`config.mk`:
```
export PLATFORM = sky130hd
export DESIGN_NAME = keypad_scan_deb
export DESIGN_NICKNAME = d
export VERILOG_FILES = /design/src/rtl/keypad_scan_deb_pkg.sv /design/src/rtl/keypad_scan_deb_evt_fifo.sv /design/src/rtl/keypad_scan_deb.sv
export SDC_FILE = /design/constraint.sdc
export NUM_CORES = 1
export LEC_CHECK = 0
export ABC_CLOCK_PERIOD_IN_PS = 3900
export CAP_MARGIN = 20
export CORE_MARGIN = 10
export CORE_UTILIZATION = 55
export DETAILED_ROUTE_END_ITERATION = 16
export GPL_TIMING_DRIVEN = 0
export PLACE_DENSITY = 0.77
export SLEW_MARGIN = 25
export SYNTH_ARGS = -nofsm -noshare
export SYNTH_HDL_FRONTEND = slang
export SYNTH_SLANG_ARGS = --single-unit
```
`constraint.sdc`:
```
create_clock -name clk -period 3.9 [get_ports clk]
set_clock_uncertainty 0.1 [all_clocks]
set_input_delay 0.975 -clock clk [delete_from_list [all_inputs] [get_ports clk]]
set_output_delay 0.975 -clock clk [all_outputs]
set_load 0.05 [all_outputs]
```
`src/rtl/keypad_scan_deb_pkg.sv`:
```
// Shared definitions for the keypad scanner.
//   EVT_PRESS / EVT_RELEASE : polarity of the event press flag
//   upd_state_e             : per-column debounce update sequencer states
//   idx_w()                 : width needed to index n items (never below 1)
package keypad_scan_deb_pkg;

    localparam logic EVT_PRESS   = 1'b1;
    localparam logic EVT_RELEASE = 1'b0;

    typedef enum logic {
        ST_IDLE = 1'b0,
        ST_UPD  = 1'b1
    } upd_state_e;

    function automatic int idx_w(input int n);
        return (n <= 2) ? 1 : $clog2(n);
    endfunction

endpackage

```
`src/rtl/keypad_scan_deb_evt_fifo.sv`:
```
// Small synchronous FIFO holding key events.
//   clk, rst   : clock, asynchronous active-high reset (pointers only)
//   push       : write push_data if there is room (or a pop frees a slot)
//   push_data  : entry to write
//   pop        : drop the head entry (ignored when empty)
//   head_data  : current head entry (undefined storage when empty)
//   full/empty : occupancy flags
module evt_fifo #(
    parameter int DATA_W = 8,
    parameter int DEPTH  = 4
) (
    input  logic              clk,
    input  logic              rst,
    input  logic              push,
    input  logic [DATA_W-1:0] push_data,
    input  logic              pop,
    output logic [DATA_W-1:0] head_data,
    output logic              full,
    output logic              empty
);

    localparam int AW = $clog2(DEPTH);

    // Pointers carry one extra wrap bit to tell full from empty.
    logic [AW:0]       wr_ptr_q, wr_ptr_d;
    logic [AW:0]       rd_ptr_q, rd_ptr_d;
    logic [DATA_W-1:0] mem_q [DEPTH];
    logic              do_push;
    logic              do_pop;

    assign empty = (wr_ptr_q == rd_ptr_q);
    assign full  = (wr_ptr_q[AW] != rd_ptr_q[AW]) &&
                   (wr_ptr_q[AW-1:0] == rd_ptr_q[AW-1:0]);

    // A pop in the same cycle frees the slot a push into a full FIFO needs.
    assign do_pop  = pop && !empty;
    assign do_push = push && (!full || do_pop);

    assign head_data = mem_q[rd_ptr_q[AW-1:0]];

    always_comb begin
        wr_ptr_d = wr_ptr_q;
        rd_ptr_d = rd_ptr_q;
        if (do_push) wr_ptr_d = wr_ptr_q + (AW+1)'(1);
        if (do_pop)  rd_ptr_d = rd_ptr_q + (AW+1)'(1);
    end

    always_ff @(posedge clk or posedge rst) begin
        if (rst) begin
            wr_ptr_q <= '0;
            rd_ptr_q <= '0;
        end else begin
            wr_ptr_q <= wr_ptr_d;
            rd_ptr_q <= rd_ptr_d;
        end
    end

    // Storage is never reset; empty gates its visibility.
    always_ff @(posedge clk) begin
        if (do_push) mem_q[wr_ptr_q[AW-1:0]] <= push_data;
    end

endmodule

```
`src/rtl/keypad_scan_deb.sv`:
```
// Matrix keypad scanner with per-key debounce and a press/release event stream.
//   clk, rst   : clock, asynchronous active-high reset
//   key_col    : column drive, active-low one-hot
//   key_row    : row sense, active-low, asynchronous to clk
//   key_state  : debounced bitmap, bit row*COLS+col, 1 = pressed
//   evt_valid  : event FIFO head is valid
//   evt_ready  : consumer takes the head event
//   evt_code   : key index of the head event
//   evt_press  : 1 = press, 0 = release
//   ovf        : sticky, an event was dropped on a full FIFO
//   ovf_clr    : clears ovf (a simultaneous new drop keeps it set)
module keypad_scan_deb
    import keypad_scan_deb_pkg::*;
#(
    parameter int ROWS       = 4,
    parameter int COLS       = 4,
    parameter int SCAN_DIV   = 1000,
    parameter int DEB_FRAMES = 3,
    parameter int EVT_DEPTH  = 4
) (
    input  logic                         clk,
    input  logic                         rst,
    output logic [COLS-1:0]              key_col,
    input  logic [ROWS-1:0]              key_row,
    output logic [ROWS*COLS-1:0]         key_state,
    output logic                         evt_valid,
    input  logic                         evt_ready,
    output logic [idx_w(ROWS*COLS)-1:0]  evt_code,
    output logic                         evt_press,
    output logic                         ovf,
    input  logic                         ovf_clr
);

    localparam int NK  = ROWS * COLS;
    localparam int KW  = idx_w(NK);
    localparam int DW  = idx_w(SCAN_DIV);
    localparam int CLW = idx_w(COLS);
    localparam int RW  = idx_w(ROWS);
    localparam int CW  = idx_w(DEB_FRAMES + 1);

    logic [ROWS-1:0] row_s1_q, row_s1_d;
    logic [ROWS-1:0] row_s2_q, row_s2_d;
    logic [DW-1:0]   div_q, div_d;
    logic [CLW-1:0]  col_q, col_d;
    logic [ROWS-1:0] row_smp_q, row_smp_d;
    logic [CLW-1:0]  upd_col_q, upd_col_d;
    upd_state_e      state_q, state_d;
    logic [RW-1:0]   row_it_q, row_it_d;
    logic [NK-1:0]   key_state_q, key_state_d;
    logic [CW-1:0]   cnt_q [NK];
    logic [CW-1:0]   cnt_d [NK];
    logic            ovf_q, ovf_d;

    logic            capture;
    logic [KW-1:0]   upd_key;
    logic            raw;
    logic            push;
    logic [KW:0]     push_data;
    logic            pop_fire;
    logic            drop;
    logic [KW:0]     fifo_head;
    logic            fifo_full;
    logic            fifo_empty;

    assign capture  = (div_q == DW'(SCAN_DIV - 1));
    assign upd_key  = KW'(int'(row_it_q) * COLS + int'(upd_col_q));
    assign pop_fire = !fifo_empty && evt_ready;
    // The FIFO accepts a push into a full queue only when a pop frees a slot.
    assign drop     = push && fifo_full && !pop_fire;

    always_comb begin
        // Two-flop synchroniser on the inverted (active-high) rows.
        row_s1_d    = ~key_row;
        row_s2_d    = row_s1_q;

        div_d       = div_q + DW'(1);
        col_d       = col_q;
        row_smp_d   = row_smp_q;
        upd_col_d   = upd_col_q;
        state_d     = state_q;
        row_it_d    = row_it_q;
        key_state_d = key_state_q;
        cnt_d       = cnt_q;
        raw         = 1'b0;
        push        = 1'b0;
        push_data   = '0;

        // Column advances on the same edge the divider wraps.
        if (capture) begin
            div_d = '0;
            col_d = (col_q == CLW'(COLS - 1)) ? '0 : col_q + CLW'(1);
        end

        case (state_q)
            ST_IDLE: begin
                if (capture) begin
                    state_d   = ST_UPD;
                    row_it_d  = '0;
                    row_smp_d = row_s2_q;
                    upd_col_d = col_q;
                end
            end
            ST_UPD: begin
                // One key per cycle: the sampled column, walking rows upward.
                raw = row_smp_q[row_it_q];
                if (raw == key_state_q[upd_key]) begin
                    cnt_d[upd_key] = '0;
                end else if (int'(cnt_q[upd_key]) + 1 == DEB_FRAMES) begin
                    key_state_d[upd_key] = raw;
                    cnt_d[upd_key]       = '0;
                    push                 = 1'b1;
                    push_data            = {upd_key, raw ? EVT_PRESS : EVT_RELEASE};
                end else begin
                    cnt_d[upd_key] = cnt_q[upd_key] + CW'(1);
                end
                if (row_it_q == RW'(ROWS - 1)) state_d  = ST_IDLE;
                else                          row_it_d = row_it_q + RW'(1);
            end
            default: state_d = ST_IDLE;
        endcase

        // Set wins over clear.
        ovf_d = drop || (ovf_q && !ovf_clr);
    end

    always_ff @(posedge clk or posedge rst) begin
        if (rst) begin
            row_s1_q    <= '0;
            row_s2_q    <= '0;
            div_q       <= '0;
            col_q       <= '0;
            row_smp_q   <= '0;
            upd_col_q   <= '0;
            state_q     <= ST_IDLE;
            row_it_q    <= '0;
            key_state_q <= '0;
            cnt_q       <= '{default: '0};
            ovf_q       <= 1'b0;
        end else begin
            row_s1_q    <= row_s1_d;
            row_s2_q    <= row_s2_d;
            div_q       <= div_d;
            col_q       <= col_d;
            row_smp_q   <= row_smp_d;
            upd_col_q   <= upd_col_d;
            state_q     <= state_d;
            row_it_q    <= row_it_d;
            key_state_q <= key_state_d;
            cnt_q       <= cnt_d;
            ovf_q       <= ovf_d;
        end
    end

    evt_fifo #(
        .DATA_W (KW + 1),
        .DEPTH  (EVT_DEPTH)
    ) u_evt_fifo (
        .clk       (clk),
        .rst       (rst),
        .push      (push),
        .push_data (push_data),
        .pop       (pop_fire),
        .head_data (fifo_head),
        .full      (fifo_full),
        .empty     (fifo_empty)
    );

    assign key_col   = ~(COLS'(1) << col_q);
    assign key_state = key_state_q;
    assign evt_valid = !fifo_empty;
    // Head fields read as zero while the FIFO is empty.
    assign evt_code  = fifo_empty ? '0 : fifo_head[KW:1];
    assign evt_press = !fifo_empty && fifo_head[0];
    assign ovf       = ovf_q;

endmodule

```
==> key figures <==
Global route
  – Pin count of the biggest net entering global routing: 52
  – GRT Overall Usage: 16.5%
  – Grt total ovfl: 0
  – Initial antenna violation count: 0
  – Vias in the first global route: 3450
  – First-pass GRT wire length: 17600 um

Drt
  – WL/cell: 18.3 um
  – DR iter-0 viols: 306
  – DR vias/cell: a little under 6
  – Post-DRT Antenna Nets: 0
  – DR pass1 iterations: 5
  – Post-Route WL: 10600 um
  – DRC violations left: 0
  – Routed vias: 3428

Place
  – Post-DP HPWL: just under 8000 um
  – IO Port Bufs: 34
  – RePlAce Congestion: 0.836

Timing
  – RSZ-0062 raised after global routing: false
  – Final Hold Fails: 0
  – Fin crit share: a little over nine tenths
  – Final setup vio count: 0
  – Max Fclk: 0.271 GHz
  – Crit path time final: 3.70 ns
  – Fin Setup TNS: 0 ns
  – Rel. slew slack: 49.4%
  – Worst-Margin Slew: 0.756 ns
  – Fin. max-slew vios: 0

Setup path
  – CP bufs+invs: 3
  – Critical R2R Capture: u_evt_fifo.mem_q[0][1]
  – Worst path max stage delay: between 0.5 and 0.6 ns
  – Arr. time, crit path: approximately 3.6 ns
  – CP Class: reg2reg
  – Worst r2r path cells: 10
  – Worst reg2reg path startpoint: upd_col_q[1]
  – CP endpoint kind: register
  – Reg2reg setup slack: 0.20 ns
  – CP startpoint kind: register
  – Worst path required time: ~3.8 ns
  – Crit-path slowest cell: mux4_2
  – CP cell instances: buf_2 -> mux4_2 -> mux4_2 -> buf_2 -> inv_1 -> ha_1 -> nand2_1 -> nor3b_1 -> mux2i_4 -> nor2_2
  – CP delay by family, top: multiplexers
  – CP max FO: 10
  – Critical Path Start: upd_col_q[1]

Yosys
  – Post-synth top cells: 84 x dfrtp_1, 50 x nand2_1, 37 x o21ai_0
  – Post-Syn Nets: 446
  – Synth area leader: dfrtp_1
  – Cell with the most instances after synthesis: dfrtp_1
  – Mean area per synthesized cell: around 12 sq um
  – EDFF count, synth: 20
  – Yosys cell types: 33
  – Ys async rst share: around four fifths
  – Largest cells by area after synthesis: dfrtp_1 42%, edfxtp_1 12%, mux4_2 8.6%, o31ai_1 5.0%, ha_1 3.8%
  – Yosys warns: 0
  – Number of synthesized register bits: 104
  – Mapped Area: roughly 5000 sq um
  – Most used flip-flop cell after synthesis: dfrtp_1
  – Cells after Synth: roughly 420
  – Sequential fraction of the synthesis area: between 50 and 60%
  – Top cell type's share of synthesized area: between 40% and 50%

Clocking
  – CTS Root Cell: clkbuf_8
  – Clk pin slew, worst setup/hold paths: roughly 0.09 ns
  – # hold bufs at CTS: 0
  – Total CTS buffers: 9
  – H-Tree Depth: 3
  – Sink Count: 104
  – Worst-Skew Late Latency: 0.37 ns
  – CTS tree: done
  – Max clock buf depth: 2

Floorplanning
  – Die X: 115 um
  – Total die area: about 13000 sq um
  – Io pins: 35
  – Initial Utilization: 56.8%
  – Core Box Area: about 8700 sq um
  – Cell Rows: 34
  – Die height: 115 um

Pwr
  – Internal Power: 1.51 mW
  – Clock Power Share: 30.6%
  – NetSw: 0.555 mW
  – Switching Fraction: 26.9%
  – Power Density: 365 nW/um^2
  – Max VDD drop: about 0.00021 V
  – P_leak: ~2.2 nW
  – Logic gate share of total power: 14.3%
  – Sequential power share: 55.1%

Finish
  – Ant diodes: 0
  – Final Core Density: 64.8%
  – Nets: 492
  – Layout cells sized above 1: 13.1%
  – Layout area overhead: 14.1%

Hold path
  – Hold depth: 0
  – Worst min-delay path class: reg2reg
  – WHS Endpoint: row_s2_q[0]
  – Hold Startpoint: row_s1_q[0]

Run
  – Max_cap viols: 0

Run status
  – Outcome: finished, final reports clean
cell families after synthesis:
logic type	Yosys count	synth area share [%]
compound gates	90	10.9
xor+xnor	15	2.65
fa+ha+maj	15	3.79
buf+inv	43	3.59
flops	104	54.6
mux	37	13.3
simple gates	119	11.2
cell usage in the layout (no fill, tap or decap), drive strengths merged, types with 6 or more instances in the layout:
cell           instances
ha                    15
o31ai                 33
edfxtp                20
nor3                   6
buf                   15
a21oi                 18
nand3                 23
mux2                   9
and2                   7
o21ai                 37
mux4                  19
dfrtp                 84
nand2                 50
xnor2                 10
clkbuf                19
nor2                  19
mux2i                  9
inv                   22
clkdlybuf4s50         34
stage by stage:
step / worst slack [ns] / hold WS [ns] / instances / total power [mW] / area [sq um]
after floorplan: 0.631 / 0.231 / 423 / 1.37 / 4950
after global placement: -0.599 / 0.232 / 565 / 1.45 / 5430
after detailed placement: 0.100 / 0.236 / 566 / 1.46 / 5460
after CTS: 0.0578 / 0.257 / 581 / 2.08 / 5640
after global routing: 0.0501 / 0.265 / 581 / 2.14 / 5650
final: 0.203 / 0.254 / 581 / 2.06 / 5650
registers in the layout (all words and copies together), names as in the netlist:
| register | count |
|---|---|
| u_evt_fifo.wr_ptr_q | 3 |
| ovf | 1 |
| row_s2_q | 4 |
| div_q | 10 |
| cnt_q | 32 |
| upd_col_q | 2 |
| u_evt_fifo.rd_ptr_q | 3 |
| u_evt_fifo.mem_q | 20 |
| row_it_q | 2 |
| row_s1_q | 4 |
| key_state | 16 |
| col_q | 2 |
| state_q | 1 |
| row_smp_q | 4 |
layout make-up:
| cell class | instances | area (sq um) |
|---|---|---|
| fill | 684 | 3070 |
| sequential | 104 | 2700 |
| multi-input combinational | 276 | 2080 |
| timing repair buffer | 35 | 368 |
| clock buffer | 11 | 153 |
| tap | 108 | 135 |
| buffer | 22 | 98.8 |
| inverter | 21 | 81.3 |
| clock inverter | 4 | 28.8 |
worst register-to-register path, delay by kind of cell (launching register included):
kind / cells / cell delay (ns)
buffers and inverters: 3 / 0.60
flip-flops: 1 / 0.33
multiplexers: 3 / 1.28
adder cells (fa/ha/maj): 1 / 0.20
AND/OR/NAND/NOR: 3 / 0.87
per-layer routing:
metal / vias to the layer above / part of all wire [%] / GRT usage (%)
li1: 1601 / - / -
met1: 1690 / 43 / 21.6
met2: 121 / 49 / 26.6
met3: 16 / 6.6 / 3.59
met4: 0 / 1.1 / 5.53
met5: - / 0 / 0
how the worst max path moves through the flow:
stage,cells after the start,end,slack (ns)
global placement,2,cnt_q[17],-0.60
CTS,10,u_evt_fifo.mem_q[1][2],0.06
detailed placement,10,u_evt_fifo.mem_q[1][1],0.10
floorplan,10,u_evt_fifo.mem_q[0][0],0.63
finish,10,u_evt_fifo.mem_q[0][1],0.20
global route,10,u_evt_fifo.mem_q[1][2],0.05
power by group through the flow:
stage,registers (mW),clock network (mW),logic [mW]
floorplan,1.15,0,0.215
finish,1.14,0.632,0.295
detailed placement,1.16,0,0.302
CTS,1.14,0.638,0.303
global route,1.14,0.684,0.319
global placement,1.16,0,0.291
repair_timing:
action / 4_1_cts / 5_1_grt
buffers inserted: 0 / 0
setup endpoints to repair: 0 / 19
endpoints found under the hold margin: 0 / 0
gates resized for setup: 0 / 4
Power figures use the tool's default switching activity.
